==> src/rtl/mem_stage_mc.sv <==
// MIPS memory pipeline stage: drives a req/ack data memory, stalls upstream while an access
// is outstanding, formats sub-word loads/stores and traps misaligned or timed-out accesses.
module mem_stage_mc #(
    parameter int unsigned DATA_W  = 32,
    parameter int unsigned TIMEOUT = 15
) (
    input  logic                  clock,
    input  logic                  reset,
    input  logic                  in_valid,
    input  logic [DATA_W-1:0]     in_pc,
    input  logic [DATA_W-1:0]     in_alu_result,
    input  logic [DATA_W-1:0]     in_store_data,
    input  logic                  in_mem_read,
    input  logic                  in_mem_write,
    input  logic [1:0]            in_size,
    input  logic                  in_signed,
    input  logic                  in_reg_write,
    input  logic [4:0]            in_write_id,
    output logic                  stall,
    output logic                  mem_req,
    output logic                  mem_we,
    output logic [DATA_W-1:0]     mem_addr,
    output logic [DATA_W/8-1:0]   mem_be,
    output logic [DATA_W-1:0]     mem_wdata,
    input  logic                  mem_ack,
    input  logic [DATA_W-1:0]     mem_rdata,
    output logic                  out_valid,
    output logic [DATA_W-1:0]     out_pc,
    output logic [DATA_W-1:0]     out_result,
    output logic [4:0]            out_write_id,
    output logic                  out_reg_write,
    output logic [1:0]            out_exc,
    output logic [4:0]            fwd_mem_id,
    output logic                  fwd_mem_ready,
    output logic [4:0]            fwd_wb_id,
    output logic [DATA_W-1:0]     fwd_wb_data
);

    localparam int unsigned LANES = DATA_W / 8;
    localparam int unsigned OFF_W = $clog2(LANES);
    localparam int unsigned IDX_W = $clog2(DATA_W);
    localparam int unsigned CNT_W = $clog2(TIMEOUT + 1);

    typedef enum logic {
        S_IDLE = 1'b0,
        S_WAIT = 1'b1
    } state_t;

    state_t             r_state;
    state_t             w_state_nxt;
    logic [CNT_W-1:0]   r_cnt;
    logic [CNT_W-1:0]   w_cnt_nxt;

    logic               w_mem_op;
    logic [OFF_W-1:0]   w_off;
    logic [3:0]         w_bytes;
    logic [3:0]         w_bm1;
    logic               w_misal;
    logic               w_req;
    logic               w_stall;
    logic               w_done;
    logic               w_timeout;

    logic [DATA_W-1:0]  w_field;
    logic [6:0]         w_nbits;
    logic [IDX_W-1:0]   w_msb;
    logic [DATA_W-1:0]  w_load;
    logic [LANES-1:0]   w_be;
    logic [DATA_W-1:0]  w_wdata;

    logic [1:0]         w_exc;
    logic [DATA_W-1:0]  w_result;
    logic               w_rw;

    logic               r_valid;
    logic [DATA_W-1:0]  r_pc;
    logic [DATA_W-1:0]  r_result;
    logic [4:0]         r_write_id;
    logic               r_reg_write;
    logic [1:0]         r_exc;

    // Access decode and alignment check
    assign w_mem_op = in_valid & (in_mem_read | in_mem_write);
    assign w_off    = in_alu_result[OFF_W-1:0];
    assign w_bytes  = 4'b0001 << in_size;
    assign w_bm1    = w_bytes - 4'd1;
    assign w_misal  = ((4'(w_off) & w_bm1) != 4'd0) || (w_bytes > 4'(LANES));

    always_ff @(posedge clock) begin
        if (reset) begin
            r_state <= S_IDLE;
            r_cnt   <= '0;
        end else begin
            r_state <= w_state_nxt;
            r_cnt   <= w_cnt_nxt;
        end
    end

    // Handshake FSM: reset forces request and stall low combinationally
    always_comb begin
        w_state_nxt = r_state;
        w_cnt_nxt   = r_cnt;
        w_req       = 1'b0;
        w_stall     = 1'b0;
        w_done      = 1'b0;
        w_timeout   = 1'b0;
        if (!reset) begin
            case (r_state)
                S_IDLE: begin
                    if (w_mem_op && !w_misal) begin
                        w_req = 1'b1;
                        if (mem_ack) begin
                            w_done = 1'b1;
                        end else begin
                            w_stall     = 1'b1;
                            w_state_nxt = S_WAIT;
                            w_cnt_nxt   = CNT_W'(1);
                        end
                    end else begin
                        w_done = 1'b1;
                    end
                end
                S_WAIT: begin
                    w_req = 1'b1;
                    if (mem_ack) begin
                        w_done      = 1'b1;
                        w_state_nxt = S_IDLE;
                        w_cnt_nxt   = '0;
                    end else if (r_cnt == CNT_W'(TIMEOUT)) begin
                        w_done      = 1'b1;
                        w_timeout   = 1'b1;
                        w_state_nxt = S_IDLE;
                        w_cnt_nxt   = '0;
                    end else begin
                        w_stall   = 1'b1;
                        w_cnt_nxt = r_cnt + CNT_W'(1);
                    end
                end
                default: begin
                    w_state_nxt = S_IDLE;
                    w_cnt_nxt   = '0;
                end
            endcase
        end
    end

    // Store byte enables and lane-replicated store data
    always_comb begin
        w_be    = '0;
        w_wdata = '0;
        if (w_req) begin
            for (int i = 0; i < LANES; i++) begin
                w_be[i] = (7'(i) >= 7'(w_off)) && (7'(i) < 7'(w_off) + 7'(w_bytes));
                w_wdata[8*i +: 8] = in_store_data[8*int'(3'(i) & 3'(w_bm1)) +: 8];
            end
        end
    end

    // Load field extraction with zero/sign extension
    assign w_field = mem_rdata >> {w_off, 3'b000};
    assign w_nbits = {w_bytes, 3'b000};
    assign w_msb   = IDX_W'(w_nbits - 7'd1);

    always_comb begin
        w_load = '0;
        for (int b = 0; b < DATA_W; b++) begin
            if (7'(b) < w_nbits) begin
                w_load[b] = w_field[b];
            end else begin
                w_load[b] = in_signed & w_field[w_msb];
            end
        end
    end

    always_comb begin
        w_exc = 2'd0;
        if (w_timeout) begin
            w_exc = 2'd2;
        end else if (w_mem_op && w_misal) begin
            w_exc = 2'd1;
        end
        w_rw     = in_valid & in_reg_write & (w_exc == 2'd0);
        w_result = '0;
        if (in_valid && (w_exc == 2'd0)) begin
            w_result = in_mem_read ? w_load : in_alu_result;
        end
    end

    // MEM/WB register: loads a bubble whenever the instruction has not completed
    always_ff @(posedge clock) begin
        if (reset || !w_done) begin
            r_valid     <= 1'b0;
            r_pc        <= '0;
            r_result    <= '0;
            r_write_id  <= '0;
            r_reg_write <= 1'b0;
            r_exc       <= 2'd0;
        end else begin
            r_valid     <= in_valid;
            r_pc        <= in_pc;
            r_result    <= w_result;
            r_write_id  <= in_write_id;
            r_reg_write <= w_rw;
            r_exc       <= w_exc;
        end
    end

    assign stall         = w_stall;
    assign mem_req       = w_req;
    assign mem_we        = w_req & in_mem_write;
    assign mem_addr      = {in_alu_result[DATA_W-1:OFF_W], OFF_W'(0)};
    assign mem_be        = w_be;
    assign mem_wdata     = w_wdata;

    assign out_valid     = r_valid;
    assign out_pc        = r_pc;
    assign out_result    = r_result;
    assign out_write_id  = r_write_id;
    assign out_reg_write = r_reg_write;
    assign out_exc       = r_exc;

    assign fwd_mem_id    = (!reset && in_valid && in_reg_write) ? in_write_id : 5'd0;
    assign fwd_mem_ready = !(w_mem_op && in_mem_read && !w_done);
    assign fwd_wb_id     = r_reg_write ? r_write_id : 5'd0;
    assign fwd_wb_data   = r_result;

endmodule
==> config.mk <==
export PLATFORM = sky130hd
export DESIGN_NAME = mem_stage_mc
export DESIGN_NICKNAME = d
export VERILOG_FILES = /design/src/rtl/mem_stage_mc.sv
export SDC_FILE = /design/constraint.sdc
export NUM_CORES = 1
export LEC_CHECK = 0
export ABC_CLOCK_PERIOD_IN_PS = 5500
export CAP_MARGIN = 30
export CORE_AREA = 4 4 127 129
export DETAILED_ROUTE_END_ITERATION = 7
export DIE_AREA = 0 0 131 133
export GPL_TIMING_DRIVEN = 0
export MAX_ROUTING_LAYER = met4
export PLACE_DENSITY_LB_ADDON = 0.2
export SYNTH_ARGS = -nofsm -noshare
export SYNTH_HDL_FRONTEND = slang
export SYNTH_SLANG_ARGS = --single-unit
==> constraint.sdc <==
create_clock -name clock -period 5.5 [get_ports clock]
set_input_delay 1.1 -clock clock [delete_from_list [all_inputs] [get_ports clock]]
set_output_delay 1.1 -clock clock [all_outputs]
set_load 0.02 [all_outputs]
== Word-level counts from Yosys, hierarchy flattened ==
Cells that the tools add are included.
Storage, ports and cells
  logic and storage cells: 154
  output and inout port bits: 187
  bits in latches: 0
  register bits after elaboration: 78
  bits of input ports: 143
  RAM bits: 0
  memories kept: 0
  memory bits (read-only): 0
Operators by class
  add/sub/neg operators: 4
  equal/unequal tests: 3
  div/mod/pow operators: 0
  reduce and logical (&&, ||, !) cells: 20
  mux-type cells: 64
  order comparisons: 41
  shifts and indexed selects: 5
  multipliers: 0
  bitwise logic cells: 9
Operators with widths (number)
  $lt 5x7->1 const A: 16
  $mux 32: 2
  $shiftx 32x6->8: 2
  $lt 4x7->1 const A: 8
  $mux 1: 49
  $shiftx 32x5->8: 1
  $shr 32x5->32: 1
  $lt 1x7->1 const A: 4
  $lt 3x7->1 const A: 4
  $lt 2x7->1 const A: 3
  $mux 4: 5
  $logic_and 1x1->1: 10
  $mux 5: 2
  $pmux 4 s2: 1
  $lt 5x6->1 const B: 1
  $pmux 1 s2: 3
  $add 2x4->5: 1
  $and 1x1->1: 5
  $bmux 1 s5: 1
  $lt 2x5->1 const A: 1
  $sub 5x1->5 const B: 1
  $add 4x1->4 const B: 1
  $and 2x4->4: 1
  $eq 4x4->1 const B: 1
  other kinds (15): 22

== Logic depth before layout (Yosys ltp) ==
  depth in word-level cells: 13
  mapped depth: 13

== Least setup slack after synthesis ==
OpenSTA, ideal clock, no wires.
  path kind: input to output
  from: in in_size[0]
  to: out mem_be[1]
  path slack: 1133 ps
  cell stages on the path: 11
  arrival time: 3267 ps
  cells stage by stage: buf_6 nor2_4 inv_2 buf_2 ha_1 buf_2 nand2b_1 a31oi_4 or2_1 buf_4 a211oi_1
On the way
  cells in the longest elaborated chain, start to end: 11
Ends and longest elaborated chain
  from (decl): RTL line 15  | input logic [1:0] in_size,
  $shl 1x2->4 *: RTL line 85  | assign w_bytes = 4'b0001 << in_size;
  $sub 4x1->4: RTL line 86  | assign w_bm1 = w_bytes - 4'd1;
  $and 2x4->4: RTL line 87  | assign w_misal = ((4'(w_off) & w_bm1) != 4'd0) || (w_bytes > 4'(LANES));
  $reduce_bool 4->1: RTL line 87
  $logic_or 1x1->1: RTL line 87
  $logic_not 1->1: RTL line 110  | if (w_mem_op && !w_misal) begin
  $logic_and 1x1->1: RTL line 110
  $mux 1: RTL line 110
  $pmux 1 s2: RTL line 108  | case (r_state)
  $mux 1: RTL line 107  | if (!reset) begin
  $mux 4 *: RTL line 151  | if (w_req) begin
  to (decl): RTL line 23  | output logic [DATA_W/8-1:0] mem_be,
Mark *: on every way between the ends. The rest lies on a longest branch, timed or not.

== Worst setup path in the final report ==
  from: in in_size[1]
  to: out mem_wdata[6]
On the way
  cells in the longest elaborated chain, start to end: 11
Ends and longest elaborated chain
  $shl 1x2->4 *: RTL line 85
  $sub 4x1->4: RTL line 86
  $and 2x4->4: RTL line 87
  $reduce_bool 4->1: RTL line 87
  $logic_or 1x1->1 *: RTL line 87
  $logic_not 1->1 *: RTL line 110
  $logic_and 1x1->1 *: RTL line 110
  $mux 1 *: RTL line 110
  $pmux 1 s2 *: RTL line 108
  $mux 1 *: RTL line 107
  $mux 32 *: RTL line 151
  to (decl): RTL line 24  | output logic [DATA_W-1:0] mem_wdata,
Marked as above.

==> impl_metrics.xml <==
<?xml version="1.0" encoding="UTF-8"?>
<metrics>
  <group name="grt">
    <metric name="globalRouteTotalUtil" unit="%">21.1</metric>
    <metric name="initial_antenna_violation_count" unit="">0</metric>
    <metric name="grt_max_degree" unit="">15</metric>
    <metric name="global_route_wire_length_before_repair" unit="um">27400</metric>
    <metric name="via_count_of_the_first_global_routing_pass" unit="">4925</metric>
    <metric name="grt_remaining_overflow" unit="">0</metric>
  </group>
  <group name="route">
    <metric name="routed_wirelength" unit="um">18600</metric>
    <metric name="detailedRoute.firstPassIterationCount" unit="">4</metric>
    <metric name="routed_wire_length_per_instance" unit="um">17.8</metric>
    <metric name="routed-via-count" unit="">4899</metric>
    <metric name="detail-route-antenna-nets" unit="">0</metric>
    <metric name="drc_errors" unit="">0</metric>
    <metric name="drt-vias-per-instance" unit="">4.68</metric>
    <metric name="detail_route.iter0.violations" unit="">217</metric>
  </group>
  <group name="yosys">
    <metric name="synth.avg_cell_area" unit="um^2">9.15</metric>
    <metric name="synth_seq_area_share" unit="%">33.1</metric>
    <metric name="synth-compound-area-share" unit="%">17.4</metric>
    <metric name="synth_top_family_by_area" unit="">simple AND/OR/NAND/NOR gates</metric>
    <metric name="yosys.cell_types.count" unit="">65</metric>
    <metric name="synthesized_area" unit="um^2">4720</metric>
    <metric name="synth-simple-area-share" unit="%">23.3</metric>
    <metric name="synthMuxAreaShare" unit="%">8.35</metric>
    <metric name="synth_edf_count" unit="">0</metric>
    <metric name="fraction_of_synthesis_flops_using_an_asynchronous_set_or_reset_pin" unit="%">0</metric>
    <metric name="synth_adder_area_share" unit="%">1.48</metric>
    <metric name="synth.yosys.warnings" unit="">0</metric>
    <metric name="gate_count_after_technology_mapping" unit="">516</metric>
    <metric name="synth_flop_cell" unit="">sky130_fd_sc_hd__dfxtp_1</metric>
    <metric name="synth-xor-area-share" unit="%">0.186</metric>
    <metric name="ys_ff_latch" unit="">78</metric>
  </group>
  <group name="clock_network">
    <metric name="clock_tree_from_tritoncts" unit="">yes</metric>
    <metric name="total_cts_buffers" unit="">9</metric>
    <metric name="clockBufferDepth" unit="">2</metric>
    <metric name="worst_setup_hold_path_clk_slew" unit="ps">60</metric>
    <metric name="htree_num_levels" unit="">3</metric>
    <metric name="sinks_on_clock_net" unit="">78</metric>
    <metric name="cts-root-buf" unit="">sky130_fd_sc_hd__clkbuf_16</metric>
    <metric name="clock_latency" unit="ps">340</metric>
  </group>
  <group name="critical_path">
    <metric name="critical_path_maximum_fanout" unit="">11</metric>
    <metric name="path_cells" unit="">clkdlybuf4s50_1 &gt; nor2_4 &gt; inv_2 &gt; buf_4 &gt; ha_1 &gt; buf_2 &gt; nand2b_2 &gt; a31oi_4 &gt; or2_1 &gt; buf_4 &gt; inv_2 &gt; buf_6 &gt; and2_1 &gt; clkdlybuf4s50_1</metric>
    <metric name="crit_path_end_kind" unit="">primary output</metric>
    <metric name="top_family_by_delay_on_critical_path" unit="">buffers and inverters</metric>
    <metric name="worst_setup_path_start_kind" unit="">input port</metric>
    <metric name="critical_path.slowest_cell" unit="">sky130_fd_sc_hd__clkdlybuf4s50_1</metric>
    <metric name="crit_start" unit="">in_size[1]</metric>
    <metric name="timing.critical_path.buf_inv" unit="">8</metric>
    <metric name="worst-setup-path-type" unit="">in -&gt; out</metric>
    <metric name="worstPathArrival" unit="ps">4240</metric>
    <metric name="timing.critical_path.required" unit="ps">4400</metric>
    <metric name="rr_startpoint" unit="">r_cnt[0]</metric>
    <metric name="timing.critical_path.slowest_cell_delay" unit="ps">610</metric>
  </group>
  <group name="sta">
    <metric name="setup_viol_count_final" unit="">0</metric>
    <metric name="unrepaired_setup_endpoints_after_global_routing" unit="">no</metric>
    <metric name="layout_setup_ws" unit="ps">157</metric>
    <metric name="maxClockFrequency" unit="GHz">0.187</metric>
    <metric name="timing.slew.headroom" unit="%">37.4</metric>
    <metric name="fin_crit_sh" unit="%">97.1</metric>
    <metric name="final_max_slew_viol_count" unit="">0</metric>
    <metric name="final-hold-violation-count" unit="">0</metric>
    <metric name="timing_worst_slew_pin_value" unit="ps">929</metric>
    <metric name="finalCriticalPeriod" unit="ps">5340</metric>
    <metric name="worst_hold_slack" unit="ps">539</metric>
    <metric name="clock_skews" unit="ps">7.26</metric>
    <metric name="finalSetupTns" unit="ps">0</metric>
  </group>
  <group name="power_and_ir_drop">
    <metric name="pwr-share-clk" unit="%">35.7</metric>
    <metric name="power.switching" unit="mW">0.527</metric>
    <metric name="power_switching_share" unit="%">28.9</metric>
    <metric name="power_density" unit="nW/um^2">212</metric>
    <metric name="combinationalPowerShare" unit="%">31.0</metric>
    <metric name="p_seq_share" unit="%">33.3</metric>
    <metric name="static-leakage-power" unit="nW">3.85</metric>
    <metric name="intPower" unit="mW">1.30</metric>
    <metric name="report.power.total" unit="mW">1.83</metric>
    <metric name="worst_ir_drop_vdd" unit="mV">0.142</metric>
  </group>
  <group name="min_path">
    <metric name="worstHoldPathType" unit="">reg -&gt; reg</metric>
    <metric name="min-delay-start" unit="">r_cnt[0]</metric>
  </group>
  <group name="layout">
    <metric name="footprint_of_the_multi_input_gates" unit="um^2">2400</metric>
    <metric name="non_filler_cell_area_final" unit="um^2">8610</metric>
    <metric name="layoutNonFillerInstCount" unit="">1047</metric>
    <metric name="antenna-diode-count" unit="">0</metric>
    <metric name="postLayoutCoreUtil" unit="%">57.3</metric>
    <metric name="flow.area_growth_from_synthesis" unit="%">82.4</metric>
    <metric name="seq_area" unit="um^2">1560</metric>
    <metric name="num-fill-cells" unit="">1345</metric>
    <metric name="fraction_of_final_layout_cells_with_drive_strength_greater_than_1" unit="%">18.2</metric>
    <metric name="fin_nets" unit="">1002</metric>
  </group>
  <group name="floorplan">
    <metric name="core-area" unit="um^2">15000</metric>
    <metric name="die_h" unit="um">133</metric>
    <metric name="num_rows" unit="">45</metric>
    <metric name="initial_core_util" unit="%">31.4</metric>
    <metric name="die-area" unit="um^2">17400</metric>
    <metric name="floorplan.io_pins" unit="">330</metric>
    <metric name="die_x" unit="um">131</metric>
  </group>
  <group name="run_status">
    <metric name="outcome" unit="">completed</metric>
  </group>
  <group name="placement">
    <metric name="gp_congestion" unit="">0.821</metric>
    <metric name="placement.setup.worst_slack" unit="ps">-48.8</metric>
    <metric name="placed_cell_count" unit="">1029</metric>
    <metric name="hpwl" unit="um">15500</metric>
    <metric name="placed_cell_area" unit="um^2">8200</metric>
    <metric name="portBuffers" unit="">324</metric>
  </group>
  <group name="run">
    <metric name="max-cap-violations" unit="">0</metric>
  </group>
</metrics>
-- worst min-delay path, stage by stage (launching register included) --
cell                      delay [ps]
sky130_fd_sc_hd__dfxtp_1         350
sky130_fd_sc_hd__nand2_1          70
sky130_fd_sc_hd__a21oi_1          70
-- layout make-up --
type	instances	share of cell area (%)
plain buffers	99	8.52
clock buffers	10	2.66
clock inverters	6	1.10
inverters	8	0.349
multi-input cells	332	27.9
flip-flops and latches	78	18.1
well taps	188	2.73
repair buffers	326	38.6
-- layer usage --
metal,vias to the layer above,track usage (%),routed length (um)
met5,-,-,0
met4,0,6.86,339
met3,22,3.84,1270
met2,217,37.3,9820
met1,2265,23.7,7200
li1,2395,-,-
-- sequential cells by signal, indices dropped and copies added (netlist names) --
register	flops
fwd_wb_data	32
out_pc	32
out_write_id	5
r_cnt	4
out_exc	2
out_reg_write	1
out_valid	1
r_state	1
-- synthesized netlist by cell type (4+ instances only) --
library cell / number / share of area (%)
sky130_fd_sc_hd__o21ai_0: 14 / 1.5
sky130_fd_sc_hd__dfxtp_1: 78 / 33
sky130_fd_sc_hd__nand3_1: 4 / 0.42
sky130_fd_sc_hd__and3_1: 7 / 0.93
sky130_fd_sc_hd__inv_1: 6 / 0.48
sky130_fd_sc_hd__ha_1: 4 / 1.1
sky130_fd_sc_hd__buf_4: 67 / 11
sky130_fd_sc_hd__buf_6: 11 / 2.6
sky130_fd_sc_hd__nand2_1: 5 / 0.40
sky130_fd_sc_hd__nor3_2: 14 / 3.0
sky130_fd_sc_hd__nand2b_1: 4 / 0.53
sky130_fd_sc_hd__clkbuf_1: 8 / 0.64
sky130_fd_sc_hd__and2_1: 61 / 8.1
sky130_fd_sc_hd__buf_2: 11 / 1.2
sky130_fd_sc_hd__a21oi_1: 22 / 2.3
sky130_fd_sc_hd__nor3_1: 5 / 0.53
sky130_fd_sc_hd__nor2_1: 54 / 4.3
sky130_fd_sc_hd__o211ai_1: 8 / 1.3
sky130_fd_sc_hd__o22ai_2: 8 / 2.1
sky130_fd_sc_hd__o22ai_1: 9 / 1.2
sky130_fd_sc_hd__a211oi_1: 22 / 3.5
sky130_fd_sc_hd__mux2i_1: 33 / 7.0
sky130_fd_sc_hd__nor2b_1: 10 / 1.3
-- repair_timing --
| action | CTS | global route |
|---|---|---|
| hold buffers | 0 | 0 |
| setup endpoints to repair | 14 | 34 |
| pin swaps | 0 | 1 |
| resized for setup | 2 | 26 |
| gates cloned | 0 | 0 |
| setup buffers | 0 | 2 |
-- cell families after synthesis --
family | count (synthesis)
compound gates | 104
xor+xnor | 1
fa+ha+maj | 5
buf+inv | 107
flops | 78
mux | 37
other cells | 1
simple gates | 183
-- power by group through the flow --
stage	sequential [mW]	clock, mW	combinational, mW
floorplan	0.655	0	0.248
global placement	0.620	0	0.561
detailed placement	0.621	0	0.567
CTS	0.609	0.673	0.569
global route	0.611	0.691	0.603
finish	0.608	0.652	0.567
-- layout by cell type (no fill, tap or decap), types with 4 or more instances in the layout --
cell type / n
sky130_fd_sc_hd__clkdlybuf4s50_1: 298
sky130_fd_sc_hd__and3_1: 7
sky130_fd_sc_hd__nor3_1: 5
sky130_fd_sc_hd__nor3_2: 14
sky130_fd_sc_hd__nand3_1: 4
sky130_fd_sc_hd__mux2i_1: 33
sky130_fd_sc_hd__inv_1: 6
sky130_fd_sc_hd__buf_4: 70
sky130_fd_sc_hd__o21ai_0: 14
sky130_fd_sc_hd__o211ai_1: 8
sky130_fd_sc_hd__ha_1: 4
sky130_fd_sc_hd__a211oi_1: 22
sky130_fd_sc_hd__nor2_1: 54
sky130_fd_sc_hd__a21oi_1: 22
sky130_fd_sc_hd__buf_2: 10
sky130_fd_sc_hd__and2_1: 61
sky130_fd_sc_hd__dlymetal6s2s_1: 25
sky130_fd_sc_hd__dfxtp_1: 78
sky130_fd_sc_hd__nor2b_1: 10
sky130_fd_sc_hd__clkbuf_16: 9
sky130_fd_sc_hd__o22ai_1: 9
sky130_fd_sc_hd__o22ai_2: 8
sky130_fd_sc_hd__nand2_1: 5
sky130_fd_sc_hd__clkbuf_1: 9
sky130_fd_sc_hd__buf_6: 11
-- worst paths after layout --
check	end	slack [ps]	cells past startpoint
setup reg to reg	fwd_wb_data[0]	3740	7
hold reg to reg	r_cnt[0]	540	2
setup / recovery	mem_wdata[6]	160	14
hold / removal	r_cnt[0]	540	2
Note: power is estimated with default switching activity, not from simulation.
